## src/rtl/io_interrupt_unit.sv

```systemverilog
// I/O and interrupt stage: INPR/OUTR/FGI/FGO/IEN/R state, device handshakes,
// register-reference I/O decode and interrupt-cycle (RT0..RT2) strobes.
module io_interrupt_unit #(
  parameter int unsigned CHAR_W = 8
) (
  input  logic              clk,
  input  logic              rst,
  input  logic [2:0]        s,
  input  logic              io_ex,
  input  logic [5:0]        ir_b,
  input  logic [CHAR_W-1:0] ac_low,
  input  logic [CHAR_W-1:0] dev_in_data,
  input  logic              dev_in_valid,
  output logic              dev_in_ready,
  output logic [CHAR_W-1:0] dev_out_data,
  output logic              dev_out_valid,
  input  logic              dev_out_ack,
  output logic [CHAR_W-1:0] inp_r,
  output logic              r,
  output logic              ien,
  output logic              fgi,
  output logic              fgo,
  output logic              ac_inp_ld,
  output logic              pc_inr,
  output logic              sc_clr,
  output logic              ar_clr,
  output logic              tr_ld,
  output logic              mem_write,
  output logic              pc_clr
);

  logic [CHAR_W-1:0] inpr_q, inpr_n, outr_q, outr_n;
  logic              fgi_q, fgi_n, fgo_q, fgo_n;
  logic              ien_q, ien_n, r_q, r_n;
  logic              io_dec;

  // State register
  always_ff @(posedge clk or posedge rst) begin
    if (rst) begin
      inpr_q <= '0;
      outr_q <= '0;
      fgi_q  <= 1'b0;
      fgo_q  <= 1'b1;
      ien_q  <= 1'b0;
      r_q    <= 1'b0;
    end else begin
      inpr_q <= inpr_n;
      outr_q <= outr_n;
      fgi_q  <= fgi_n;
      fgo_q  <= fgo_n;
      ien_q  <= ien_n;
      r_q    <= r_n;
    end
  end

  // Next-state and strobe decode
  always_comb begin
    inpr_n    = inpr_q;
    outr_n    = outr_q;
    fgi_n     = fgi_q;
    fgo_n     = fgo_q;
    ien_n     = ien_q;
    r_n       = r_q;
    ac_inp_ld = 1'b0;
    pc_inr    = 1'b0;
    sc_clr    = 1'b0;
    ar_clr    = 1'b0;
    tr_ld     = 1'b0;
    mem_write = 1'b0;
    pc_clr    = 1'b0;
    io_dec    = io_ex && !r_q;

    // INP clears first so a same-edge capture into an empty INPR is not lost
    if (io_dec && ir_b[5]) fgi_n = 1'b0;
    if (dev_in_valid && !fgi_q) begin
      inpr_n = dev_in_data;
      fgi_n  = 1'b1;
    end

    // OUT overrides a coincident device ack
    if (dev_out_ack && !fgo_q) fgo_n = 1'b1;
    if (io_dec && ir_b[4]) begin
      outr_n = ac_low;
      fgo_n  = 1'b0;
    end

    if (io_dec && ir_b[1]) ien_n = 1'b1;
    if (io_dec && ir_b[0]) ien_n = 1'b0;

    if ((s >= 3'd3) && ien_q && (fgi_q || fgo_q) && !r_q) r_n = 1'b1;

    if (r_q) begin
      unique case (s)
        3'd0: begin
          ar_clr = 1'b1;
          tr_ld  = 1'b1;
        end
        3'd1: begin
          mem_write = 1'b1;
          pc_clr    = 1'b1;
        end
        3'd2: begin
          pc_inr = 1'b1;
          sc_clr = 1'b1;
          ien_n  = 1'b0;
          r_n    = 1'b0;
        end
        default: ;
      endcase
    end else if (io_ex) begin
      ac_inp_ld = ir_b[5];
      pc_inr    = (ir_b[3] && fgi_q) || (ir_b[2] && fgo_q);
      sc_clr    = 1'b1;
    end

    // Strobes are forced low for the whole reset window
    if (rst) begin
      ac_inp_ld = 1'b0;
      pc_inr    = 1'b0;
      sc_clr    = 1'b0;
      ar_clr    = 1'b0;
      tr_ld     = 1'b0;
      mem_write = 1'b0;
      pc_clr    = 1'b0;
    end
  end

  assign inp_r         = inpr_q;
  assign dev_out_data  = outr_q;
  assign fgi           = fgi_q;
  assign fgo           = fgo_q;
  assign ien           = ien_q;
  assign r             = r_q;
  assign dev_in_ready  = ~fgi_q;
  assign dev_out_valid = ~fgo_q;

endmodule

```

## config.mk

```make
export PLATFORM = sky130hd
export DESIGN_NAME = io_interrupt_unit
export DESIGN_NICKNAME = d
export VERILOG_FILES = /design/src/rtl/io_interrupt_unit.sv
export SDC_FILE = /design/constraint.sdc
export NUM_CORES = 1
export LEC_CHECK = 0
export ABC_CLOCK_PERIOD_IN_PS = 1650
export CAP_MARGIN = 20
export CORE_AREA = 10 10 73 59
export CTS_BUF_LIST = sky130_fd_sc_hd__clkbuf_16
export DETAILED_ROUTE_END_ITERATION = 7
export DIE_AREA = 0 0 83 69
export GPL_ROUTABILITY_DRIVEN = 0
export PLACE_DENSITY = 0.76
export RECOVER_POWER = 100
export SETUP_SLACK_MARGIN = 0.1
export SYNTH_ARGS = -nofsm -noshare
export SYNTH_HDL_FRONTEND = slang
export SYNTH_SLANG_ARGS = --single-unit
```

## constraint.sdc

```tcl
create_clock -name clk -period 1.65 [get_ports clk]
set_clock_uncertainty 0.1 [all_clocks]
set_input_delay 0.4125 -clock clk [delete_from_list [all_inputs] [get_ports clk]]
set_output_delay 0.4125 -clock clk [all_outputs]
set_load 0.01 [all_outputs]
```

==> After elaboration in Yosys (flattened, before gate mapping) <==
Cells that the tools add are included.
{ "totals": {"regBits": 20, "inputBits": 30, "word_cells": 58} }
{ "classes": {"magnitude_cmp": 1, "n_eq_ne": 2, "n_mux": 27, "bitwise": 2, "reduce_logical": 20} }
{ "op_table": {"columns": ["cell", "n"], "rows": [
  ["$mux 1", 27],
  ["$logic_and 1x1->1", 12],
  ["$reduce_bool 2->1", 2],
  ["$eq 3x1->1 const B", 1],
  ["$eq 3x2->1 const B", 1],
  ["$ge 3x2->1 const B", 1],
  ["$logic_not 1->1", 3],
  ["$logic_not 3->1", 1],
  ["$logic_or 1x1->1", 2],
  ["$not 1->1", 2]
]} }

==> Depth between registers and ports, before layout <==
Gate-level depths: netlist of the first run.
{ "depth": {"ltp_word": 7, "depth_mapped": 3, "ltp_nobuf": 3} }

==> Least setup slack after synthesis of the first run <==
No wires, ideal clock.
{ "synth_path": {"path_type": "reg-to-output", "startpoint": "reg r_q (netlist: r)", "endpoint": "out tr_ld", "arrival_time_ns": 1.385, "required_time_ns": 1.137, "slack_ns": -0.247, "path_stages_with_launch": 4, "n_path_buf": 1, "path_cell_list": "dfrtp_1 > inv_1 > nor4b_1 > buf_4"} }
{ "synth_via": {"elab_chain_cells": 2} }
{ "synth_lines": {"columns": ["item", "line", "rtl"], "rows": [
  ["start, declared", "34", "logic ien_q, ien_n, r_q, r_n;"],
  ["start signal, assigned", "52", "r_q <= r_n;"],
  ["$mux 1 (2 in series)", null, null],
  ["end, declared", "27", "output logic tr_ld,"]
]} }
No other way between the ends.

==> Worst setup path in the final report of the first run <==
{ "layout_path": {"startpoint": "in s[1]", "endpoint": "out pc_inr"} }
{ "layout_via": {"elab_chain_cells": 4} }
{ "layout_lines": {"columns": ["item", "line", "rtl"], "rows": [
  ["start, declared", "8", "input logic [2:0] s,"],
  ["$eq 3x2->1", "93", "unique case (s)"],
  ["$mux 1", "93", null],
  ["$mux 1", "92", "if (r_q) begin"],
  ["$mux 1", "117", "if (rst) begin"],
  ["end, declared", "24", "output logic pc_inr,"]
]} }
No other way between the ends.

==> flow_summary.rst, run 1 <==
.. list-table::
   :header-rows: 1

   * - Metric
     - Value
   * - Run status
     - finished with violations
   * - Violated checks
     - negative setup slack
   * - Std-Cell Rows
     - 17
   * - Areal power density over the cells
     - 1530 nW/µm²
   * - Via/cell ratio
     - 4.44
   * - Worst Max-Slew Pin Slew
     - 1060 ps
   * - Max-capacitance violation count
     - 0
   * - Worst relative slew slack
     - 29.7%
   * - Mean cell area of the mapped netlist
     - 13.3 µm²
   * - Area of the die
     - 5730 µm²
   * - # DRC
     - 0
   * - Top cell family by delay on the critical path
     - buffers and inverters
   * - Cell count after synthesis
     - 65
   * - Most common flop cell mapped by yosys
     - dfrtp_1
   * - Mapped cell area
     - 867 µm²
   * - Minimum clock period
     - 1710 ps
   * - Cell mode on critical path
     - buf_2
   * - Crit share post-route
     - 103%
   * - Routed len/inst
     - 15.9 µm
   * - Number of warnings printed during yosys synthesis
     - 0
   * - Maximum operating frequency
     - 586 MHz
   * - Wire length of the first global-routing pass
     - 4.60 mm
   * - Reg2reg path depth
     - 5
   * - Cell type contributing the most total cell area after synthesis
     - dfrtp_1
   * - Delay contributed by the slowest stage of the critical path
     - 180 ps
   * - Worst reg-to-reg setup slack
     - 100 ps
   * - Cell total after placement
     - 169
   * - First-pass iteration count of the detailed router
     - 4
   * - Largest net degree at the start of global routing
     - 21
   * - Initial antenna violation count
     - 0
   * - Count of cells along the worst hold path
     - 1
   * - Count of routing violations after the opening detailed-route iteration
     - 19
   * - Post-DP HPWL
     - 2.32 mm
   * - Crit-path cells
     - buf_2 -> nor3b_4 -> buf_4 -> a22oi_2 -> nor2_1 -> buf_2
   * - Seq/Total Area, Yosys
     - 57.9%
   * - Peak fanout along the critical path
     - 3
   * - Post-route cell area
     - 1640 µm²
   * - Crit path max-delay cell type
     - a22oi_2
   * - RSZ-0062 raised after global routing
     - yes
   * - Kind of critical path
     - in -> out
   * - Clock share of power
     - 19.1%
   * - Net Count, Synth
     - 95
   * - Endpoints failing setup
     - 5
   * - Fraction of final layout cells sized beyond drive strength 1
     - 43.3%
   * - Register bit count reported by yosys
     - 20
   * - Number of buffers between clock root and the deepest sink
     - 2
   * - Synthesis-to-layout area growth
     - 88.7%
   * - Part of the total power dissipated in sequential elements
     - 34.6%
   * - Antenna Diode Count
     - 0
   * - Final net count
     - 172
   * - GRT Resource Usage Total
     - 9.51%
   * - Post-detailed-placement cell area
     - 1580 µm²
   * - Clock tree from TritonCTS
     - done
   * - Count of nets left with antenna violations after detail routing
     - 0
   * - Library cell with the highest instance count after synthesis
     - dfrtp_1
   * - Top-area cell type share of the netlist area
     - 54.8%
   * - Via count
     - 795
   * - Buffers and inverters on the worst path
     - 3
   * - Layout Cells excl Fill
     - 179
   * - Number of global-route vias before repair
     - 875
   * - Die height
     - 69 µm
   * - Inserted Clock Buffers
     - 3
   * - Clock latency of the later-clocked register in the worst-skew pair
     - 240 ps
   * - Internal Power
     - 1.71 mW
   * - Reported leakage power
     - 0.763 nW
   * - Class of the worst hold path
     - reg -> reg
   * - Critical path required time
     - 1140 ps
   * - Area contributors post-synth
     - dfrtp_1 55%, mux2_2 21%, dfstp_2 3.0%
   * - CTS sink cnt
     - 20
   * - Switching power total
     - 0.784 mW
   * - Critical Path End Type
     - output pin
   * - Critical Path AT
     - 1190 ps
   * - Area inside the core boundary
     - 2890 µm²
   * - Logic pwr share
     - 46.3%
   * - Setup crit start kind
     - primary input
   * - Largest vdd supply drop
     - 0.743 mV
   * - Switching power share of the total
     - 31.4%
   * - Final Routed Wirelength
     - 2.84 mm
   * - Gr ovfl total
     - 0
   * - Endpoint of the worst-slack reg-to-reg timing path
     - dev_out_data[2]$_DFFE_PP0P_
   * - Buffers added on ports
     - 58
   * - Worst Hold Path EP
     - dev_out_data[3]$_DFFE_PP0P_
   * - CTS hold repair buffers
     - 0
   * - Most frequent cells after synthesis
     - 19 x dfrtp_1, 16 x mux2_2, 4 x inv_1, 4 x nor2_1, 3 x a21oi_1
   * - Die X-Extent
     - 83 µm
   * - Proportion of synthesized flip-flops having asynchronous set or reset
     - 100%
   * - Max Slew Vio Count
     - 0
   * - Filler cells
     - 267
   * - Reg2reg start
     - r$_DFF_PP0_
   * - EDFF count, synth
     - 0
   * - Number of ports placed on the die boundary
     - 59
   * - Number of levels in the clock H-tree
     - 1
   * - Starting Density
     - 30.0%
   * - Clock-pin transition on the worst setup and hold timing paths
     - 50 ps
   * - Root buf cell
     - clkbuf_16
   * - Startpoint of the most critical hold path
     - dev_out_data[3]$_DFFE_PP0P_
   * - Number of distinct library cells after synthesis
     - 22
   * - Final Hold Viols
     - 0
   * - Min setup slack post-route
     - -56.4 ps
## registers in the layout, indices dropped and copies added (netlist names)
signal / count
ien: 1
fgi: 1
r: 1
dev_out_data: 8
fgo: 1
inp_r: 8
## through the flow
stage / TNS (ps) / hold WS, ps / worst slack [ps] / util, % / power [mW]
floorplan: -12.5 / 169 / -12.5 / - / 1.39
global route: -599 / 420 / -113 / 56.6 / 2.67
finish: -162 / 395 / -56.4 / 56.6 / 2.50
global placement: -7010 / 390 / -747 / 54.8 / 2.17
CTS: -374 / 286 / -82.7 / 56.4 / 2.51
detailed placement: -7640 / 392 / -818 / 54.8 / 2.21
## layout make-up
type	count	area, µm²	share of cell area, %
repair buffers	75	626	38.2
flip-flops and latches	20	503	30.7
multi-input cells	38	363	22.2
clock buffers	3	75.1	4.59
well taps	38	47.5	2.91
inverters	4	18.8	1.15
clock inverters	1	3.75	0.229
## cells in the final DEF (no fill, tap or decap), types with 2 or more instances in the layout
| master | synthesis | routed |
|---|---|---|
| clkdlybuf4s50_1 | 0 | 21 |
| dlygate4sd2_1 | 0 | 19 |
| dfrtp_1 | 19 | 18 |
| mux2_2 | 16 | 16 |
| buf_4 | 2 | 11 |
| buf_2 | 1 | 7 |
| buf_6 | 0 | 6 |
| clkbuf_1 | 0 | 5 |
| a21oi_1 | 3 | 3 |
| nor2_1 | 4 | 3 |
| clkbuf_16 | 0 | 3 |
| nand2_2 | 0 | 2 |
| inv_1 | 4 | 2 |
| inv_2 | 0 | 2 |
| clkbuf_2 | 0 | 2 |
| clkbuf_4 | 0 | 2 |
## how the worst max path moves through the flow
| stage | end | slack, ps | start | cells past startpoint |
|---|---|---|---|---|
| floorplan | pc_clr | -10 | rst | 3 |
| global placement | pc_inr | -750 | s[1] | 5 |
| detailed placement | pc_inr | -820 | s[1] | 5 |
| CTS | pc_inr | -80 | fgo$_DFFE_PP1P_ | 4 |
| global route | tr_ld | -110 | r$_DFF_PP0_ | 3 |
| finish | pc_inr | -60 | s[1] | 6 |
## cells by family (layout without fill, tap and decap cells)
logic type | count (synthesis) | count (layout) | share of synthesized area (%)
DFF | 20 | 20 | 57.9
AOI/OAI and AO/OA | 10 | 10 | 8.08
buffers and inverters | 7 | 83 | 4.04
muxes | 16 | 16 | 20.8
and+or+nand+nor | 12 | 12 | 9.24
## worst reg2reg max path, cell delays in order (launching register included)
cell and delay (ps):
dfrtp_2 440, nor2b_4 170, clkbuf_4 150, clkbuf_4 120, nand2_2 140, mux2_2 310
## repair_timing
item,in CTS,in global routing
endpoints found under the setup margin,37,10
pin swaps,5,4
setup buffers,4,2
resized for setup,85,12
## power by group through the flow
stage | sequential, mW | clock (mW) | combinational [mW]
after CTS | 0.864 | 0.499 | 1.15
final | 0.863 | 0.478 | 1.16
after detailed placement | 0.881 | 0 | 1.33
after global routing | 0.895 | 0.523 | 1.25
after global placement | 0.869 | 0 | 1.30
after floorplan | 1.01 | 0 | 0.374
## routing by layer
layer | global-route usage [%] | vias to the layer above | part of all wire (%)
li1 | - | 378 | -
met1 | 12.0 | 379 | 45
met2 | 15.7 | 36 | 49
met3 | 2.11 | 2 | 4.5
met4 | 2.81 | 0 | 0.95
met5 | 0 | - | 0
No activity file was read; power rests on OpenSTA's default activity.
==> run 2, diff against run 1 <==
CORE_AREA = 2 2 65 51   (was 10 10 73 59)
DIE_AREA = 0 0 67 53   (was 0 0 83 69)
==> run 2 against run 1 <==
Final cell count increased by 2.8%. The flow still finishes with violations (negative setup slack). Non-clock buffer count grew 5. Largest power group unchanged. Core utilization grew 2.3 points.
==> flow_summary.rst, run 2 (synthesis gave the netlist of run 1 again) <==
.. list-table::
   :header-rows: 1

   * - Metric
     - Value
   * - Critical path required time
     - 1140 ps (about the same)
   * - Final Hold Viols
     - 0 (unchanged)
   * - Number of levels in the clock H-tree
     - 1 (unchanged)
   * - Class of the worst hold path
     - in -> async
   * - Die height
     - 53 µm (-23%)
   * - Kind of critical path
     - reg -> out
   * - Reg2reg start
     - r$_DFF_PP0_
   * - Largest vdd supply drop
     - 0.862 mV (+16%)
   * - Crit-path cells
     - buf_6 -> nor2b_4 -> nand2_2 -> nor2_1 -> buf_2
   * - Buffers and inverters on the worst path
     - 2 (-1)
   * - Area inside the core boundary
     - 2890 µm² (unchanged)
   * - Part of the total power dissipated in sequential elements
     - 33.6% (-1.0 points)
   * - Clock-pin transition on the worst setup and hold timing paths
     - 50 ps (about the same)
   * - Internal Power
     - 1.78 mW (+3.7%)
   * - Crit share post-route
     - 108% (+4.5 points)
   * - Worst Max-Slew Pin Slew
     - 496 ps (-559 ps)
   * - Worst reg-to-reg setup slack
     - 130 ps (+30 ps)
   * - Levels on crit path
     - 5 (-1)
   * - Max-capacitance violation count
     - 0 (unchanged)
   * - First-pass iteration count of the detailed router
     - 3 (-1)
   * - Final net count
     - 177 (+2.9%)
   * - Minimum clock period
     - 1780 ps (+73.5 ps)
   * - Run status
     - finished with violations
   * - Maximum operating frequency
     - 562 MHz (-4.1%)
   * - Std-Cell Rows
     - 17 (unchanged)
   * - Crit path max-delay cell type
     - dfrtp_2
   * - Buffers added on ports
     - 58 (unchanged)
   * - GRT Resource Usage Total
     - 15.4% (+5.9 points)
   * - Root buf cell
     - clkbuf_16
   * - # DRC
     - 0 (unchanged)
   * - Worst relative slew slack
     - 66.9% (+37 points)
   * - Filler cells
     - 261 (-2.2%)
   * - Min setup slack post-route
     - -130 ps (-73.5 ps)
   * - RSZ-0062 raised after global routing
     - yes
   * - Reported leakage power
     - 0.817 nW (+7.0%)
   * - Critical Path End Type
     - output pin
   * - Post-DP HPWL
     - 1.89 mm (-19%)
   * - Top cell family by delay on the critical path
     - flip-flops
   * - Number of global-route vias before repair
     - 879 (+0.46%)
   * - Area of the die
     - 3550 µm² (-38%)
   * - Areal power density over the cells
     - 1510 nW/µm² (-0.99%)
   * - Gr ovfl total
     - 0 (unchanged)
   * - Logic pwr share
     - 47.6% (+1.3 points)
   * - Number of buffers between clock root and the deepest sink
     - 2 (unchanged)
   * - Final total power
     - 2.57 mW (+3.0%)
   * - Final core utilization
     - 58.9% (+2.3 points)
   * - Number of ports placed on the die boundary
     - 59 (unchanged)
   * - Max Slew Vio Count
     - 0 (unchanged)
   * - Clock latency of the later-clocked register in the worst-skew pair
     - 250 ps (about the same)
   * - Routed len/inst
     - 13.7 µm (-14%)
   * - Final Routed Wirelength
     - 2.51 mm (-12%)
   * - Clock tree from TritonCTS
     - done
   * - Violated checks
     - negative setup slack
   * - Endpoints failing setup
     - 7 (+2)
   * - Switching power share of the total
     - 30.9% (-0.47 points)
   * - Antenna Diode Count
     - 0 (unchanged)
   * - Setup WS pre-CTS
     - -767 ps (+51.0 ps)
   * - Layout Cells excl Fill
     - 184 (+2.8%)
   * - Synthesis-to-layout area growth
     - 96.4%
   * - Setup crit start kind
     - flip-flop
   * - Switching power total
     - 0.795 mW (+1.5%)
   * - Most frequent cells in the layout
     - 21 x clkdlybuf4s50_1, 20 x dlygate4sd2_1, 18 x dfrtp_1
   * - Count of routing violations after the opening detailed-route iteration
     - 20 (+1)
   * - Reg2reg path depth
     - 7 (+2)
   * - Clock share of power
     - 18.8% (-0.3 points)
   * - Critical Path AT
     - 1270 ps (+80 ps)
   * - Largest net degree at the start of global routing
     - 21 (unchanged)
   * - Cell total after placement
     - 170 (+0.59%)
   * - Wire length of the first global-routing pass
     - 4.06 mm (-12%)
   * - Via count
     - 820 (+3.1%)
   * - Peak fanout along the critical path
     - 4 (+1)
   * - Most common cell after layout, fill and taps aside
     - clkdlybuf4s50_1
   * - Endpoint of the worst-slack reg-to-reg timing path
     - fgi$_DFFE_PP0P_
   * - Via/cell ratio
     - 4.46 (+0.34%)
   * - Initial antenna violation count
     - 0 (unchanged)
   * - Die X-Extent
     - 67 µm (-19%)
   * - Fraction of final layout cells sized beyond drive strength 1
     - 48.6% (+5.4 points)
   * - CTS sink cnt
     - 20 (unchanged)
   * - Starting Density
     - 30.0% (unchanged)
   * - Delay contributed by the slowest stage of the critical path
     - 430 ps (+250 ps)
   * - Count of nets left with antenna violations after detail routing
     - 0 (unchanged)
   * - Inserted Clock Buffers
     - 3 (unchanged)
==> run 2: worst max-delay path by stage <==
| stage | from | end | slack [ps] |
|---|---|---|---|
| finish | r$_DFF_PP0_ | ac_inp_ld | -130 |
| global route | r$_DFF_PP0_ | pc_inr | -180 |
| global placement | s[1] | pc_inr | -740 |
| CTS | r$_DFF_PP0_ | ac_inp_ld | -110 |
| detailed placement | s[1] | pc_inr | -770 |
| floorplan | rst | pc_clr | -10 |
==> run 2: repair_timing <==
action	CTS	global route
setup endpoints to repair	37	15
pin swaps	6	3
setup buffers	7	2
hold buffers	0	0
cloned	0	1
gates resized for setup	91	9
==> run 2: routing by layer <==
metal,GRT usage (%),vias up,wire (µm)
li1,-,390,-
met2,28.7,36,1280
met1,17.6,392,1040
met5,0,-,0
met4,4.08,0,19
met3,3.83,2,175
==> run 2: power groups by stage <==
| stage | Combinational (mW) | Clock, mW | Sequential (mW) |
|---|---|---|---|
| 4_1_cts | 1.20 | 0.504 | 0.867 |
| 6_report | 1.22 | 0.484 | 0.865 |
| 2_1_floorplan | 0.374 | 0 | 1.01 |
| 3_3_place_gp | 1.27 | 0 | 0.868 |
| 3_5_place_dp | 1.30 | 0 | 0.886 |
| 5_1_grt | 1.33 | 0.526 | 0.897 |
==> run 2: stage by stage <==
stage | setup TNS [ps] | hold WS (ps) | instance area [µm²]
final | -515 | 384 | 1700
after floorplan | -12.5 | 169 | 897
after CTS | -370 | 284 | 1680
after global routing | -804 | 426 | 1700
after global placement | -6610 | 390 | 1590
after detailed placement | -7360 | 397 | 1590
==> run 2: area by class of cell <==
class	instances	area [µm²]	share of cell area, %
Tap cell	38	47.5	2.79
Clock buffer	3	75.1	4.41
Multi-Input combinational cell	38	370	21.7
Clock inverter	1	3.75	0.220
Inverter	4	16.3	0.955
Sequential cell	20	503	29.5
Timing Repair Buffer	80	687	40.3
==> run 2: worst min-delay path, stage by stage <==
cell and delay (ps):
clkdlybuf4s18_2 240, clkinvlp_2 100, clkbuf_2 420
